**src/rtl/arm_shift_pkg.sv**
```systemverilog
// Shared encodings for the operand-2 shift sequencer: shift types, FSM states
// and the bit positions of the fields inside the 12-bit shift-operand.
package arm_shift_pkg;

    typedef enum logic [1:0] {
        SH_LSL = 2'b00,
        SH_LSR = 2'b01,
        SH_ASR = 2'b10,
        SH_ROR = 2'b11
    } shift_t;

    typedef enum logic [1:0] {
        ST_IDLE  = 2'd0,
        ST_SHIFT = 2'd1,
        ST_DONE  = 2'd2
    } seq_state_t;

    localparam int SHIFT_IMM_HI = 11;
    localparam int SHIFT_IMM_LO = 7;
    localparam int SHIFT_HI     = 6;
    localparam int SHIFT_LO     = 5;
    localparam int ROT_IMM_HI   = 11;
    localparam int ROT_IMM_LO   = 8;
    localparam int IMM8_HI      = 7;
    localparam int IMM8_LO      = 0;

endpackage

```
**src/rtl/val2_shift_step.sv**
```systemverilog
// One iteration of the operand-2 shifter: moves acc by step (0..32) positions
// using the latched shift type.
module val2_shift_step
    import arm_shift_pkg::*;
(
    input  logic [31:0] acc_i,
    input  shift_t      type_i,
    input  logic [5:0]  step_i,
    output logic [31:0] acc_o
);

    logic [63:0] rot_dbl;

    always_comb begin
        // Rotating the doubled word keeps step==32 well defined (identity).
        rot_dbl = {acc_i, acc_i} >> step_i;
        acc_o   = acc_i;
        case (type_i)
            SH_LSL:  acc_o = acc_i << step_i;
            SH_LSR:  acc_o = acc_i >> step_i;
            SH_ASR:  acc_o = $signed(acc_i) >>> step_i;
            SH_ROR:  acc_o = rot_dbl[31:0];
            default: acc_o = acc_i;
        endcase
    end

endmodule

```
**src/rtl/val2_shift_sequencer.sv**
```systemverilog
// Multi-cycle operand-2 engine shared by execute (port 0) and the load/store
// address unit (port 1); round-robin arbitration plus an iterative shifter.
//
// state    | meaning
// ---------+---------------------------------------------------------------
// ST_IDLE  | arbitrate, capture winner's operands into acc/rem/type
// ST_SHIFT | shift acc by min(rem, STEP_MAX) per cycle until rem reaches 0
// ST_DONE  | done[owner] and result presented; record owner as last grant
module val2_shift_sequencer
    import arm_shift_pkg::*;
#(
    parameter int STEP_MAX = 8
) (
    input  logic        clk_i,
    input  logic        rst_n_i,
    input  logic [1:0]  req_i,
    input  logic [31:0] p0_val_rm_i,
    input  logic [31:0] p1_val_rm_i,
    input  logic [11:0] p0_shift_operand_i,
    input  logic [11:0] p1_shift_operand_i,
    input  logic        p0_i_i,
    input  logic        p1_i_i,
    input  logic        p0_s_i,
    input  logic        p1_s_i,
    output logic [1:0]  done_o,
    output logic [31:0] result_o,
    output logic        busy_o
);

    localparam logic [5:0] STEP_MAX_W = 6'(STEP_MAX);

    seq_state_t  state_q;
    logic        owner_q;
    logic        last_grant_q;
    shift_t      type_q;
    logic [31:0] acc_q;
    logic [4:0]  rem_q;
    logic [1:0]  done_q;
    logic [31:0] result_q;

    logic        gnt_d;
    logic [31:0] sel_rm_d;
    logic [11:0] sel_so_d;
    logic        sel_i_d;
    logic        sel_s_d;
    logic [31:0] cap_acc_d;
    shift_t      cap_type_d;
    logic [4:0]  cap_rem_d;
    logic [5:0]  step_d;
    logic [31:0] acc_d;

    always_comb begin
        // The port not granted last wins a tie; a lone requester always wins.
        if (req_i[0] && req_i[1]) begin
            gnt_d = ~last_grant_q;
        end else begin
            gnt_d = req_i[1] & ~req_i[0];
        end

        sel_rm_d = gnt_d ? p1_val_rm_i        : p0_val_rm_i;
        sel_so_d = gnt_d ? p1_shift_operand_i : p0_shift_operand_i;
        sel_i_d  = gnt_d ? p1_i_i             : p0_i_i;
        sel_s_d  = gnt_d ? p1_s_i             : p0_s_i;

        cap_acc_d  = sel_rm_d;
        cap_type_d = shift_t'(sel_so_d[SHIFT_HI:SHIFT_LO]);
        cap_rem_d  = sel_so_d[SHIFT_IMM_HI:SHIFT_IMM_LO];
        if (sel_s_d) begin
            cap_acc_d  = {{20{sel_so_d[11]}}, sel_so_d};
            cap_type_d = SH_LSL;
            cap_rem_d  = 5'd0;
        end else if (sel_i_d) begin
            cap_acc_d  = {24'b0, sel_so_d[IMM8_HI:IMM8_LO]};
            cap_type_d = SH_ROR;
            cap_rem_d  = {sel_so_d[ROT_IMM_HI:ROT_IMM_LO], 1'b0};
        end

        step_d = ({1'b0, rem_q} < STEP_MAX_W) ? {1'b0, rem_q} : STEP_MAX_W;
    end

    val2_shift_step u_step (
        .acc_i  (acc_q),
        .type_i (type_q),
        .step_i (step_d),
        .acc_o  (acc_d)
    );

    always_ff @(posedge clk_i or negedge rst_n_i) begin
        if (!rst_n_i) begin
            state_q      <= ST_IDLE;
            owner_q      <= 1'b0;
            last_grant_q <= 1'b1;
            type_q       <= SH_LSL;
            acc_q        <= 32'd0;
            rem_q        <= 5'd0;
            done_q       <= 2'b00;
            result_q     <= 32'd0;
        end else begin
            case (state_q)
                ST_IDLE: begin
                    if (|req_i) begin
                        owner_q <= gnt_d;
                        type_q  <= cap_type_d;
                        acc_q   <= cap_acc_d;
                        rem_q   <= cap_rem_d;
                        if (cap_rem_d == 5'd0) begin
                            result_q <= cap_acc_d;
                            done_q   <= gnt_d ? 2'b10 : 2'b01;
                            state_q  <= ST_DONE;
                        end else begin
                            state_q  <= ST_SHIFT;
                        end
                    end
                end
                ST_SHIFT: begin
                    acc_q <= acc_d;
                    rem_q <= rem_q - step_d[4:0];
                    if ({1'b0, rem_q} == step_d) begin
                        result_q <= acc_d;
                        done_q   <= owner_q ? 2'b10 : 2'b01;
                        state_q  <= ST_DONE;
                    end
                end
                ST_DONE: begin
                    done_q       <= 2'b00;
                    last_grant_q <= owner_q;
                    state_q      <= ST_IDLE;
                end
                default: begin
                    done_q  <= 2'b00;
                    state_q <= ST_IDLE;
                end
            endcase
        end
    end

    assign done_o   = done_q;
    assign result_o = result_q;
    assign busy_o   = (state_q != ST_IDLE);

endmodule

```
**config.mk**
```make
export PLATFORM = sky130hd
export DESIGN_NAME = val2_shift_sequencer
export DESIGN_NICKNAME = d
export VERILOG_FILES = /design/src/rtl/arm_shift_pkg.sv /design/src/rtl/val2_shift_step.sv /design/src/rtl/val2_shift_sequencer.sv
export SDC_FILE = /design/constraint.sdc
export NUM_CORES = 1
export LEC_CHECK = 0
export CORE_UTILIZATION = 24
export DETAILED_ROUTE_END_ITERATION = 10
export PLACE_DENSITY = 0.41
export SYNTH_ARGS = -nofsm -noshare
export SYNTH_HDL_FRONTEND = slang
export SYNTH_SLANG_ARGS = --single-unit
```
**constraint.sdc**
```tcl
create_clock -name clk_i -period 6.8 [get_ports clk_i]
set_input_delay 1.36 -clock clk_i [delete_from_list [all_inputs] [get_ports clk_i]]
set_output_delay 1.36 -clock clk_i [all_outputs]
set_load 0.05 [all_outputs]
```
=== After elaboration in Yosys (flattened, before gate mapping) ===
Cells that the tools add are included.

* Output and inout port bits: 35
* Bits of input ports: 96
* Flip-flop bits (word level): 77
* Word-level logic and storage cells: 69

* Add/subtract/negate cells: 1
* Muxes and demuxes: 31
* Bitwise gates (word level): 3
* Reductions and logical operators: 12
* Shifts and indexed selects: 4
* Equality and inequality tests: 9
* $lt $le $gt $ge: 1

{| class="wikitable"
|+ Operator list
! operator !! count
|-
| $mux W32 || 7
|-
| $pmux W32 S2 || 2
|-
| $pmux W32 S4 || 1
|-
| $shr A64 B5 Y32 || 1
|-
| $shl A32 B5 Y32 || 1
|-
| $shr A32 B5 Y32 || 1
|-
| $sshr A32 B5 Y32 || 1
|-
| $mux W2 || 10
|-
| $mux W5 || 3
|-
| $mux W12 || 1
|-
| $pmux W5 S2 || 1
|-
| $pmux W2 S2 || 2
|-
| $eq A2 B2 Y1 const B || 3
|-
| $ne A2 B2 Y1 const B || 3
|-
| $reduce_and A2 Y1 || 3
|-
| $eq A5 B5 Y1 || 1
|-
| $logic_not A5 Y1 || 1
|-
| $lt A5 B4 Y1 const B || 1
|-
| $sub A5 B5 Y5 || 1
|-
| $eq A2 B1 Y1 const B || 2
|-
| $logic_not A2 Y1 || 2
|-
| $mux W1 || 4
|-
| $reduce_and A4 Y1 || 1
|-
| $reduce_bool A2 Y1 || 2
|-
| 5 further kinds || 6
|}

=== Logic depth before layout (Yosys ltp) ===
* Depth in word-level cells: 10
* Gate-level depth with buffers: 11
* Mapped depth without buffers: 7

=== Hierarchy ===
Synthesis repeated with hierarchy kept, for this count alone.

* Cell total of the unflattened synthesis: 1340
* Area, all modules: 11222.0 um^2

{| class="wikitable"
|+ By module, submodules not included
! module !! sequential area each (um^2) !! times used !! area each (um^2) !! cells each
|-
| val2_shift_step || 0.0 || 1 || 6672.6 || 896
|-
| val2_shift_sequencer || 1928.1 || 1 || 4549.4 || 444
|}

=== Worst setup path before layout ===
OpenSTA, ideal clock, no wires.

* Kind: input-to-reg
* From: input p1_shift_operand_i[8]
* To: register result_q[30], in the netlist result_o[30]
* Required time: 6.675 ns
* Cell stages on the path: 6
* Arrival time: 2.936 ns
* Library setup time: 0.125 ns
* Slack: 3.740 ns
* Path buffers: 1
* Path through: or4_1 a221oi_1 o31ai_2 clkinv_1 buf_4 mux2_2

* Longest elaborated chain between the ends: 5

{| class="wikitable"
|+ Ends and longest elaborated chain
! element !! RTL line !! source
|-
| start, declared || val2_shift_sequencer.sv:20 || <nowiki>input logic [11:0] p1_shift_operand_i,</nowiki>
|-
| $mux W12 || val2_shift_sequencer.sv:61 || <nowiki>sel_so_d = gnt_d ? p1_shift_operand_i : p0_shift_operand_i;</nowiki>
|-
| $mux W5 || val2_shift_sequencer.sv:68 || <nowiki>if (sel_s_d) begin</nowiki>
|-
| $logic_not A5 Y1 || val2_shift_sequencer.sv:106 || <nowiki>if (cap_rem_d == 5'd0) begin</nowiki>
|-
| $ne A2 B2 Y1 (no source line) || -- ||
|-
| $reduce_and A4 Y1 (no source line) || -- ||
|-
| end signal, assigned || val2_shift_sequencer.sv:107 || <nowiki>result_q <= cap_acc_d;</nowiki>
|-
| end, declared || val2_shift_sequencer.sv:39 || <nowiki>logic [31:0] result_q;</nowiki>
|}

Every way passes these cells.
A chain may end at the register's enable or synchronous reset.

=== Worst setup path in the final report ===
* From: input p0_s_i
* To: register result_q[30], in the netlist result_o[30]

* Longest elaborated chain between the ends: 5
* Elaborated cells on any way between the ends: 9
* Those cells by class: eq/ne (1); mux (6); reduce/logical (2)

{| class="wikitable"
|+ Ends and longest elaborated chain
! element !! RTL line !! source
|-
| start, declared || val2_shift_sequencer.sv:23 || <nowiki>input logic p0_s_i,</nowiki>
|-
| $mux W1 (*) || val2_shift_sequencer.sv:63 || <nowiki>sel_s_d = gnt_d ? p1_s_i : p0_s_i;</nowiki>
|-
| $mux W5 / $mux W32 (equally long branches) || val2_shift_sequencer.sv:68 ||
|-
| $logic_not A5 Y1 / $mux W32 (equally long branches) || val2_shift_sequencer.sv:106 ||
|-
| $ne A2 B2 Y1 (no source line) / $mux W32 (equally long branches) || -- ||
|-
| $reduce_and A4 Y1 (no source line) / $pmux W32 S2 (equally long branches) || -- ||
|}

Mark *: on every way between the ends. The rest lies on a longest branch, timed or not. The select of a mux whose other input is x is not followed.

==> summary.txt <==
status - finished, final reports clean
Post-DP HPWL - 30400 um
hold buffers post-CTS - 0
placer's final routability congestion estimate - 0.921
worst-path fanout max - 48
Max clock buf depth - 2
main combinational cell family by area after synthesis - compound AO/OA/AOI/OAI gates
CTS tree - built
cts repair resizes - 0
initial DRC count - 1189
largest net degree at the start of global routing - 69
initial antenna violation count - 0
Slowest Stage Delay on Critical Path - 0.61 ns
Critical Path Start - p0_s_i
grt total ovfl - 0
CP required - 7.04 ns
cells after synthesis - 1073
Setup Skew - 0.0106 ns
hold path start - result_o[13]
EDFF count, synth - 0
Mapped Area - 8050 um^2
worst-path cell chain - clkdlybuf4s50_1 -> nor2_2 -> a221oi_1 -> o31ai_4 -> buf_4 -> clkinv_1 -> mux2_2
area leader, netlist - dfrtp_1
Worst-Margin Slew - 1.00 ns
CP max stage cell - clkdlybuf4s50_1
Clk Latency, worst-skew pair - 0.36 ns
leakage dissipation - 3.43 nW
setup_tns - 0 ns
H-tree depth - 3
reg-to-reg critical path startpoint - rem_q[0]
worst r2r path cells - 6
Simple-Gate Fraction of Synth Area - 0.282
Worst Path Arrival - 4.52 ns
Initial Utilization - 0.245
CP startpoint kind - input pin
diode count - 0
total number of vias - 9303
clock-pin slew on the worst setup and hold paths - 0.07 ns
period utilisation layout - 0.630
vias in the first global route - 9002
adder-cell share of the synthesized area - 0.00155
max-cap viol count - 0
vias per std cell - 5.95
sequential share of the synthesized area - 0.240
Synth Area per Inst - 7.50 um^2
layout cell share with drive strength beyond 1 - 0.102
peak supply drop - 177 uV
Syn Nets - 1170
total CTS buffers - 9
crit end category - register
final number of setup-violating endpoints - 0
Post-Route WL - 41700 um
Crit Path Class - in -> reg
YS warnings - 0
delay-heaviest family, CP - buffers and inverters
worst hold path type - reg -> reg
Final Net Count - 1214
#FFs+latches synth - 77
Antenna Nets Post-Route - 0
drt pass-1 iters - 5
CTS Sinks - 77
Die W - 185 um
Async S/R FF share, synth - 1.00
GRT Total Usage - 0.247
routed wire length per instance - 26.6 um
Netlist cell types - 101
xor and xnor area share after synthesis - 0
CP Buf/Inv Count - 3
unrepaired setup endpoints after global routing - false
total die area - 34300 um^2
CP Depth - 7
Die Ht - 185 um
Core ar. - 32800 um^2
Synth Area in Compound Gates - 0.349
Final Hold Fails - 0
slew margin rel. - 0.332
Final Power - 5.58 mW
Synth Flop Type - dfrtp_1
Peak Freq - 0.233 GHz
P per Cell Area - 570 nW/um^2
num ports - 131
mux share of post-synthesis cell area - 0.0482
Layout area overhead - 21.8%
row count - 66
Tmin final - 4.28 ns
global-route wire length before repair - 61900 um
Synth top area share - 0.236
clk root buf - clkbuf_16
drc violations - 0
max-slew violation count - 0
I/O Buffers - 130
synth top area cells - dfrtp_1 (24%), nand2_1 (6.4%), a21oi_1 (5.6%)
Post-CTS Setup Inserts - 0
Hold Path Cell Cnt - 2
## cells in the mapped netlist, drive strengths merged, types with 5 or more instances
cell type    n
a2111oi      7
a211o        7
a211oi      28
a21boi       5
a21o         6
a21oi       91
a221oi      16
a311oi       5
a31oi       20
and2         9
and3        11
buf         62
clkbuf      57
dfrtp       76
inv         11
mux2        18
mux2i       14
nand2      139
nand2b      20
nand3       58
nand3b       7
nand4       12
nor2        61
nor2b       21
nor3        24
nor3b        6
nor4        12
nor4b        9
o2111ai      5
o211ai      14
o21a         5
o21ai       71
o221ai      14
o22ai       12
o311ai       5
o31ai       39
or2          8
or3         10
or3b         5
## layout make-up
type	count	area [um^2]
well taps	442	553
clock inverters	6	63.8
multi-input cells	864	5510
inverters	13	48.8
clock buffers	10	229
fillers	3610	23000
flip-flops and latches	77	1930
repair buffers	152	1460
## worst reg2reg max path, delay by kind of cell, from the launching register on
family          cells  cell delay [ns]
compound gates      3             1.19
simple gates        2             0.97
buf+inv             1             0.67
flops               1             0.89
## flip-flops by register name, summed over array words and instances, names as in the netlist
register,count
owner_q,1
type_q,2
last_grant_q,1
acc_q,32
state_q,2
rem_q,5
result_o,32
done_o,2
## cell families (layout without fill, tap and decap cells)
logic type | count (synthesis) | count (layout)
simple gates | 429 | 429
compound gates | 399 | 399
buf+inv | 132 | 181
flops | 77 | 77
mux | 34 | 34
fa+ha+maj | 1 | 1
other cells | 1 | 1
## final timing paths
kind                                end  slack, ns
setup reg to reg           result_o[26]       2.98
max in group asynchronous      rem_q[0]       4.82
setup / recovery           result_o[30]       2.52
hold / removal             result_o[13]       0.49
hold reg to reg            result_o[13]       0.49
min in group asynchronous   result_o[2]       0.92
## report_power, final
part           switching [mW]  internal [mW]
Sequential              0.509          0.686
Combinational            2.61           1.29
Clock                   0.204          0.284
## routing by layer
metal  share of wire  track usage  routed length (um)  vias to the layer above
li1                -            -                   -                     4187
met1            0.44        0.341               18400                     4527
met2            0.43        0.374               18100                      513
met3           0.089       0.0484                3690                       76
met4           0.035        0.102                1480                        0
met5               0            0                   0                        -
## layout by cell type (no fill, tap or decap), types with 13 or more instances in the layout
cell type        instances
a31oi_1                 20
dfrtp_1                 75
nand2b_1                20
nor3_1                  23
o211ai_1                14
mux2_2                  18
clkdlybuf4s50_1        129
o21ai_0                 64
nand2_1                137
buf_4                   23
a21oi_1                 90
nor2b_1                 20
a211oi_1                26
mux2i_1                 14
o221ai_1                13
o31ai_1                 35
nand3_1                 58
nor2_1                  54
a221oi_1                13
## metrics by stage
step	instance area [um^2]	setup WS [ns]	util	hold WS [ns]	cells
global placement	9500	2.21	0.290	0.470	1548
detailed placement	9500	2.16	0.290	0.475	1548
CTS	9800	2.53	0.299	0.489	1564
finish	9800	2.52	0.299	0.485	1564
global route	9800	2.24	0.299	0.517	1564
floorplan	8050	3.74	-	0.489	1073
Note: power is estimated with default switching activity, not from simulation.
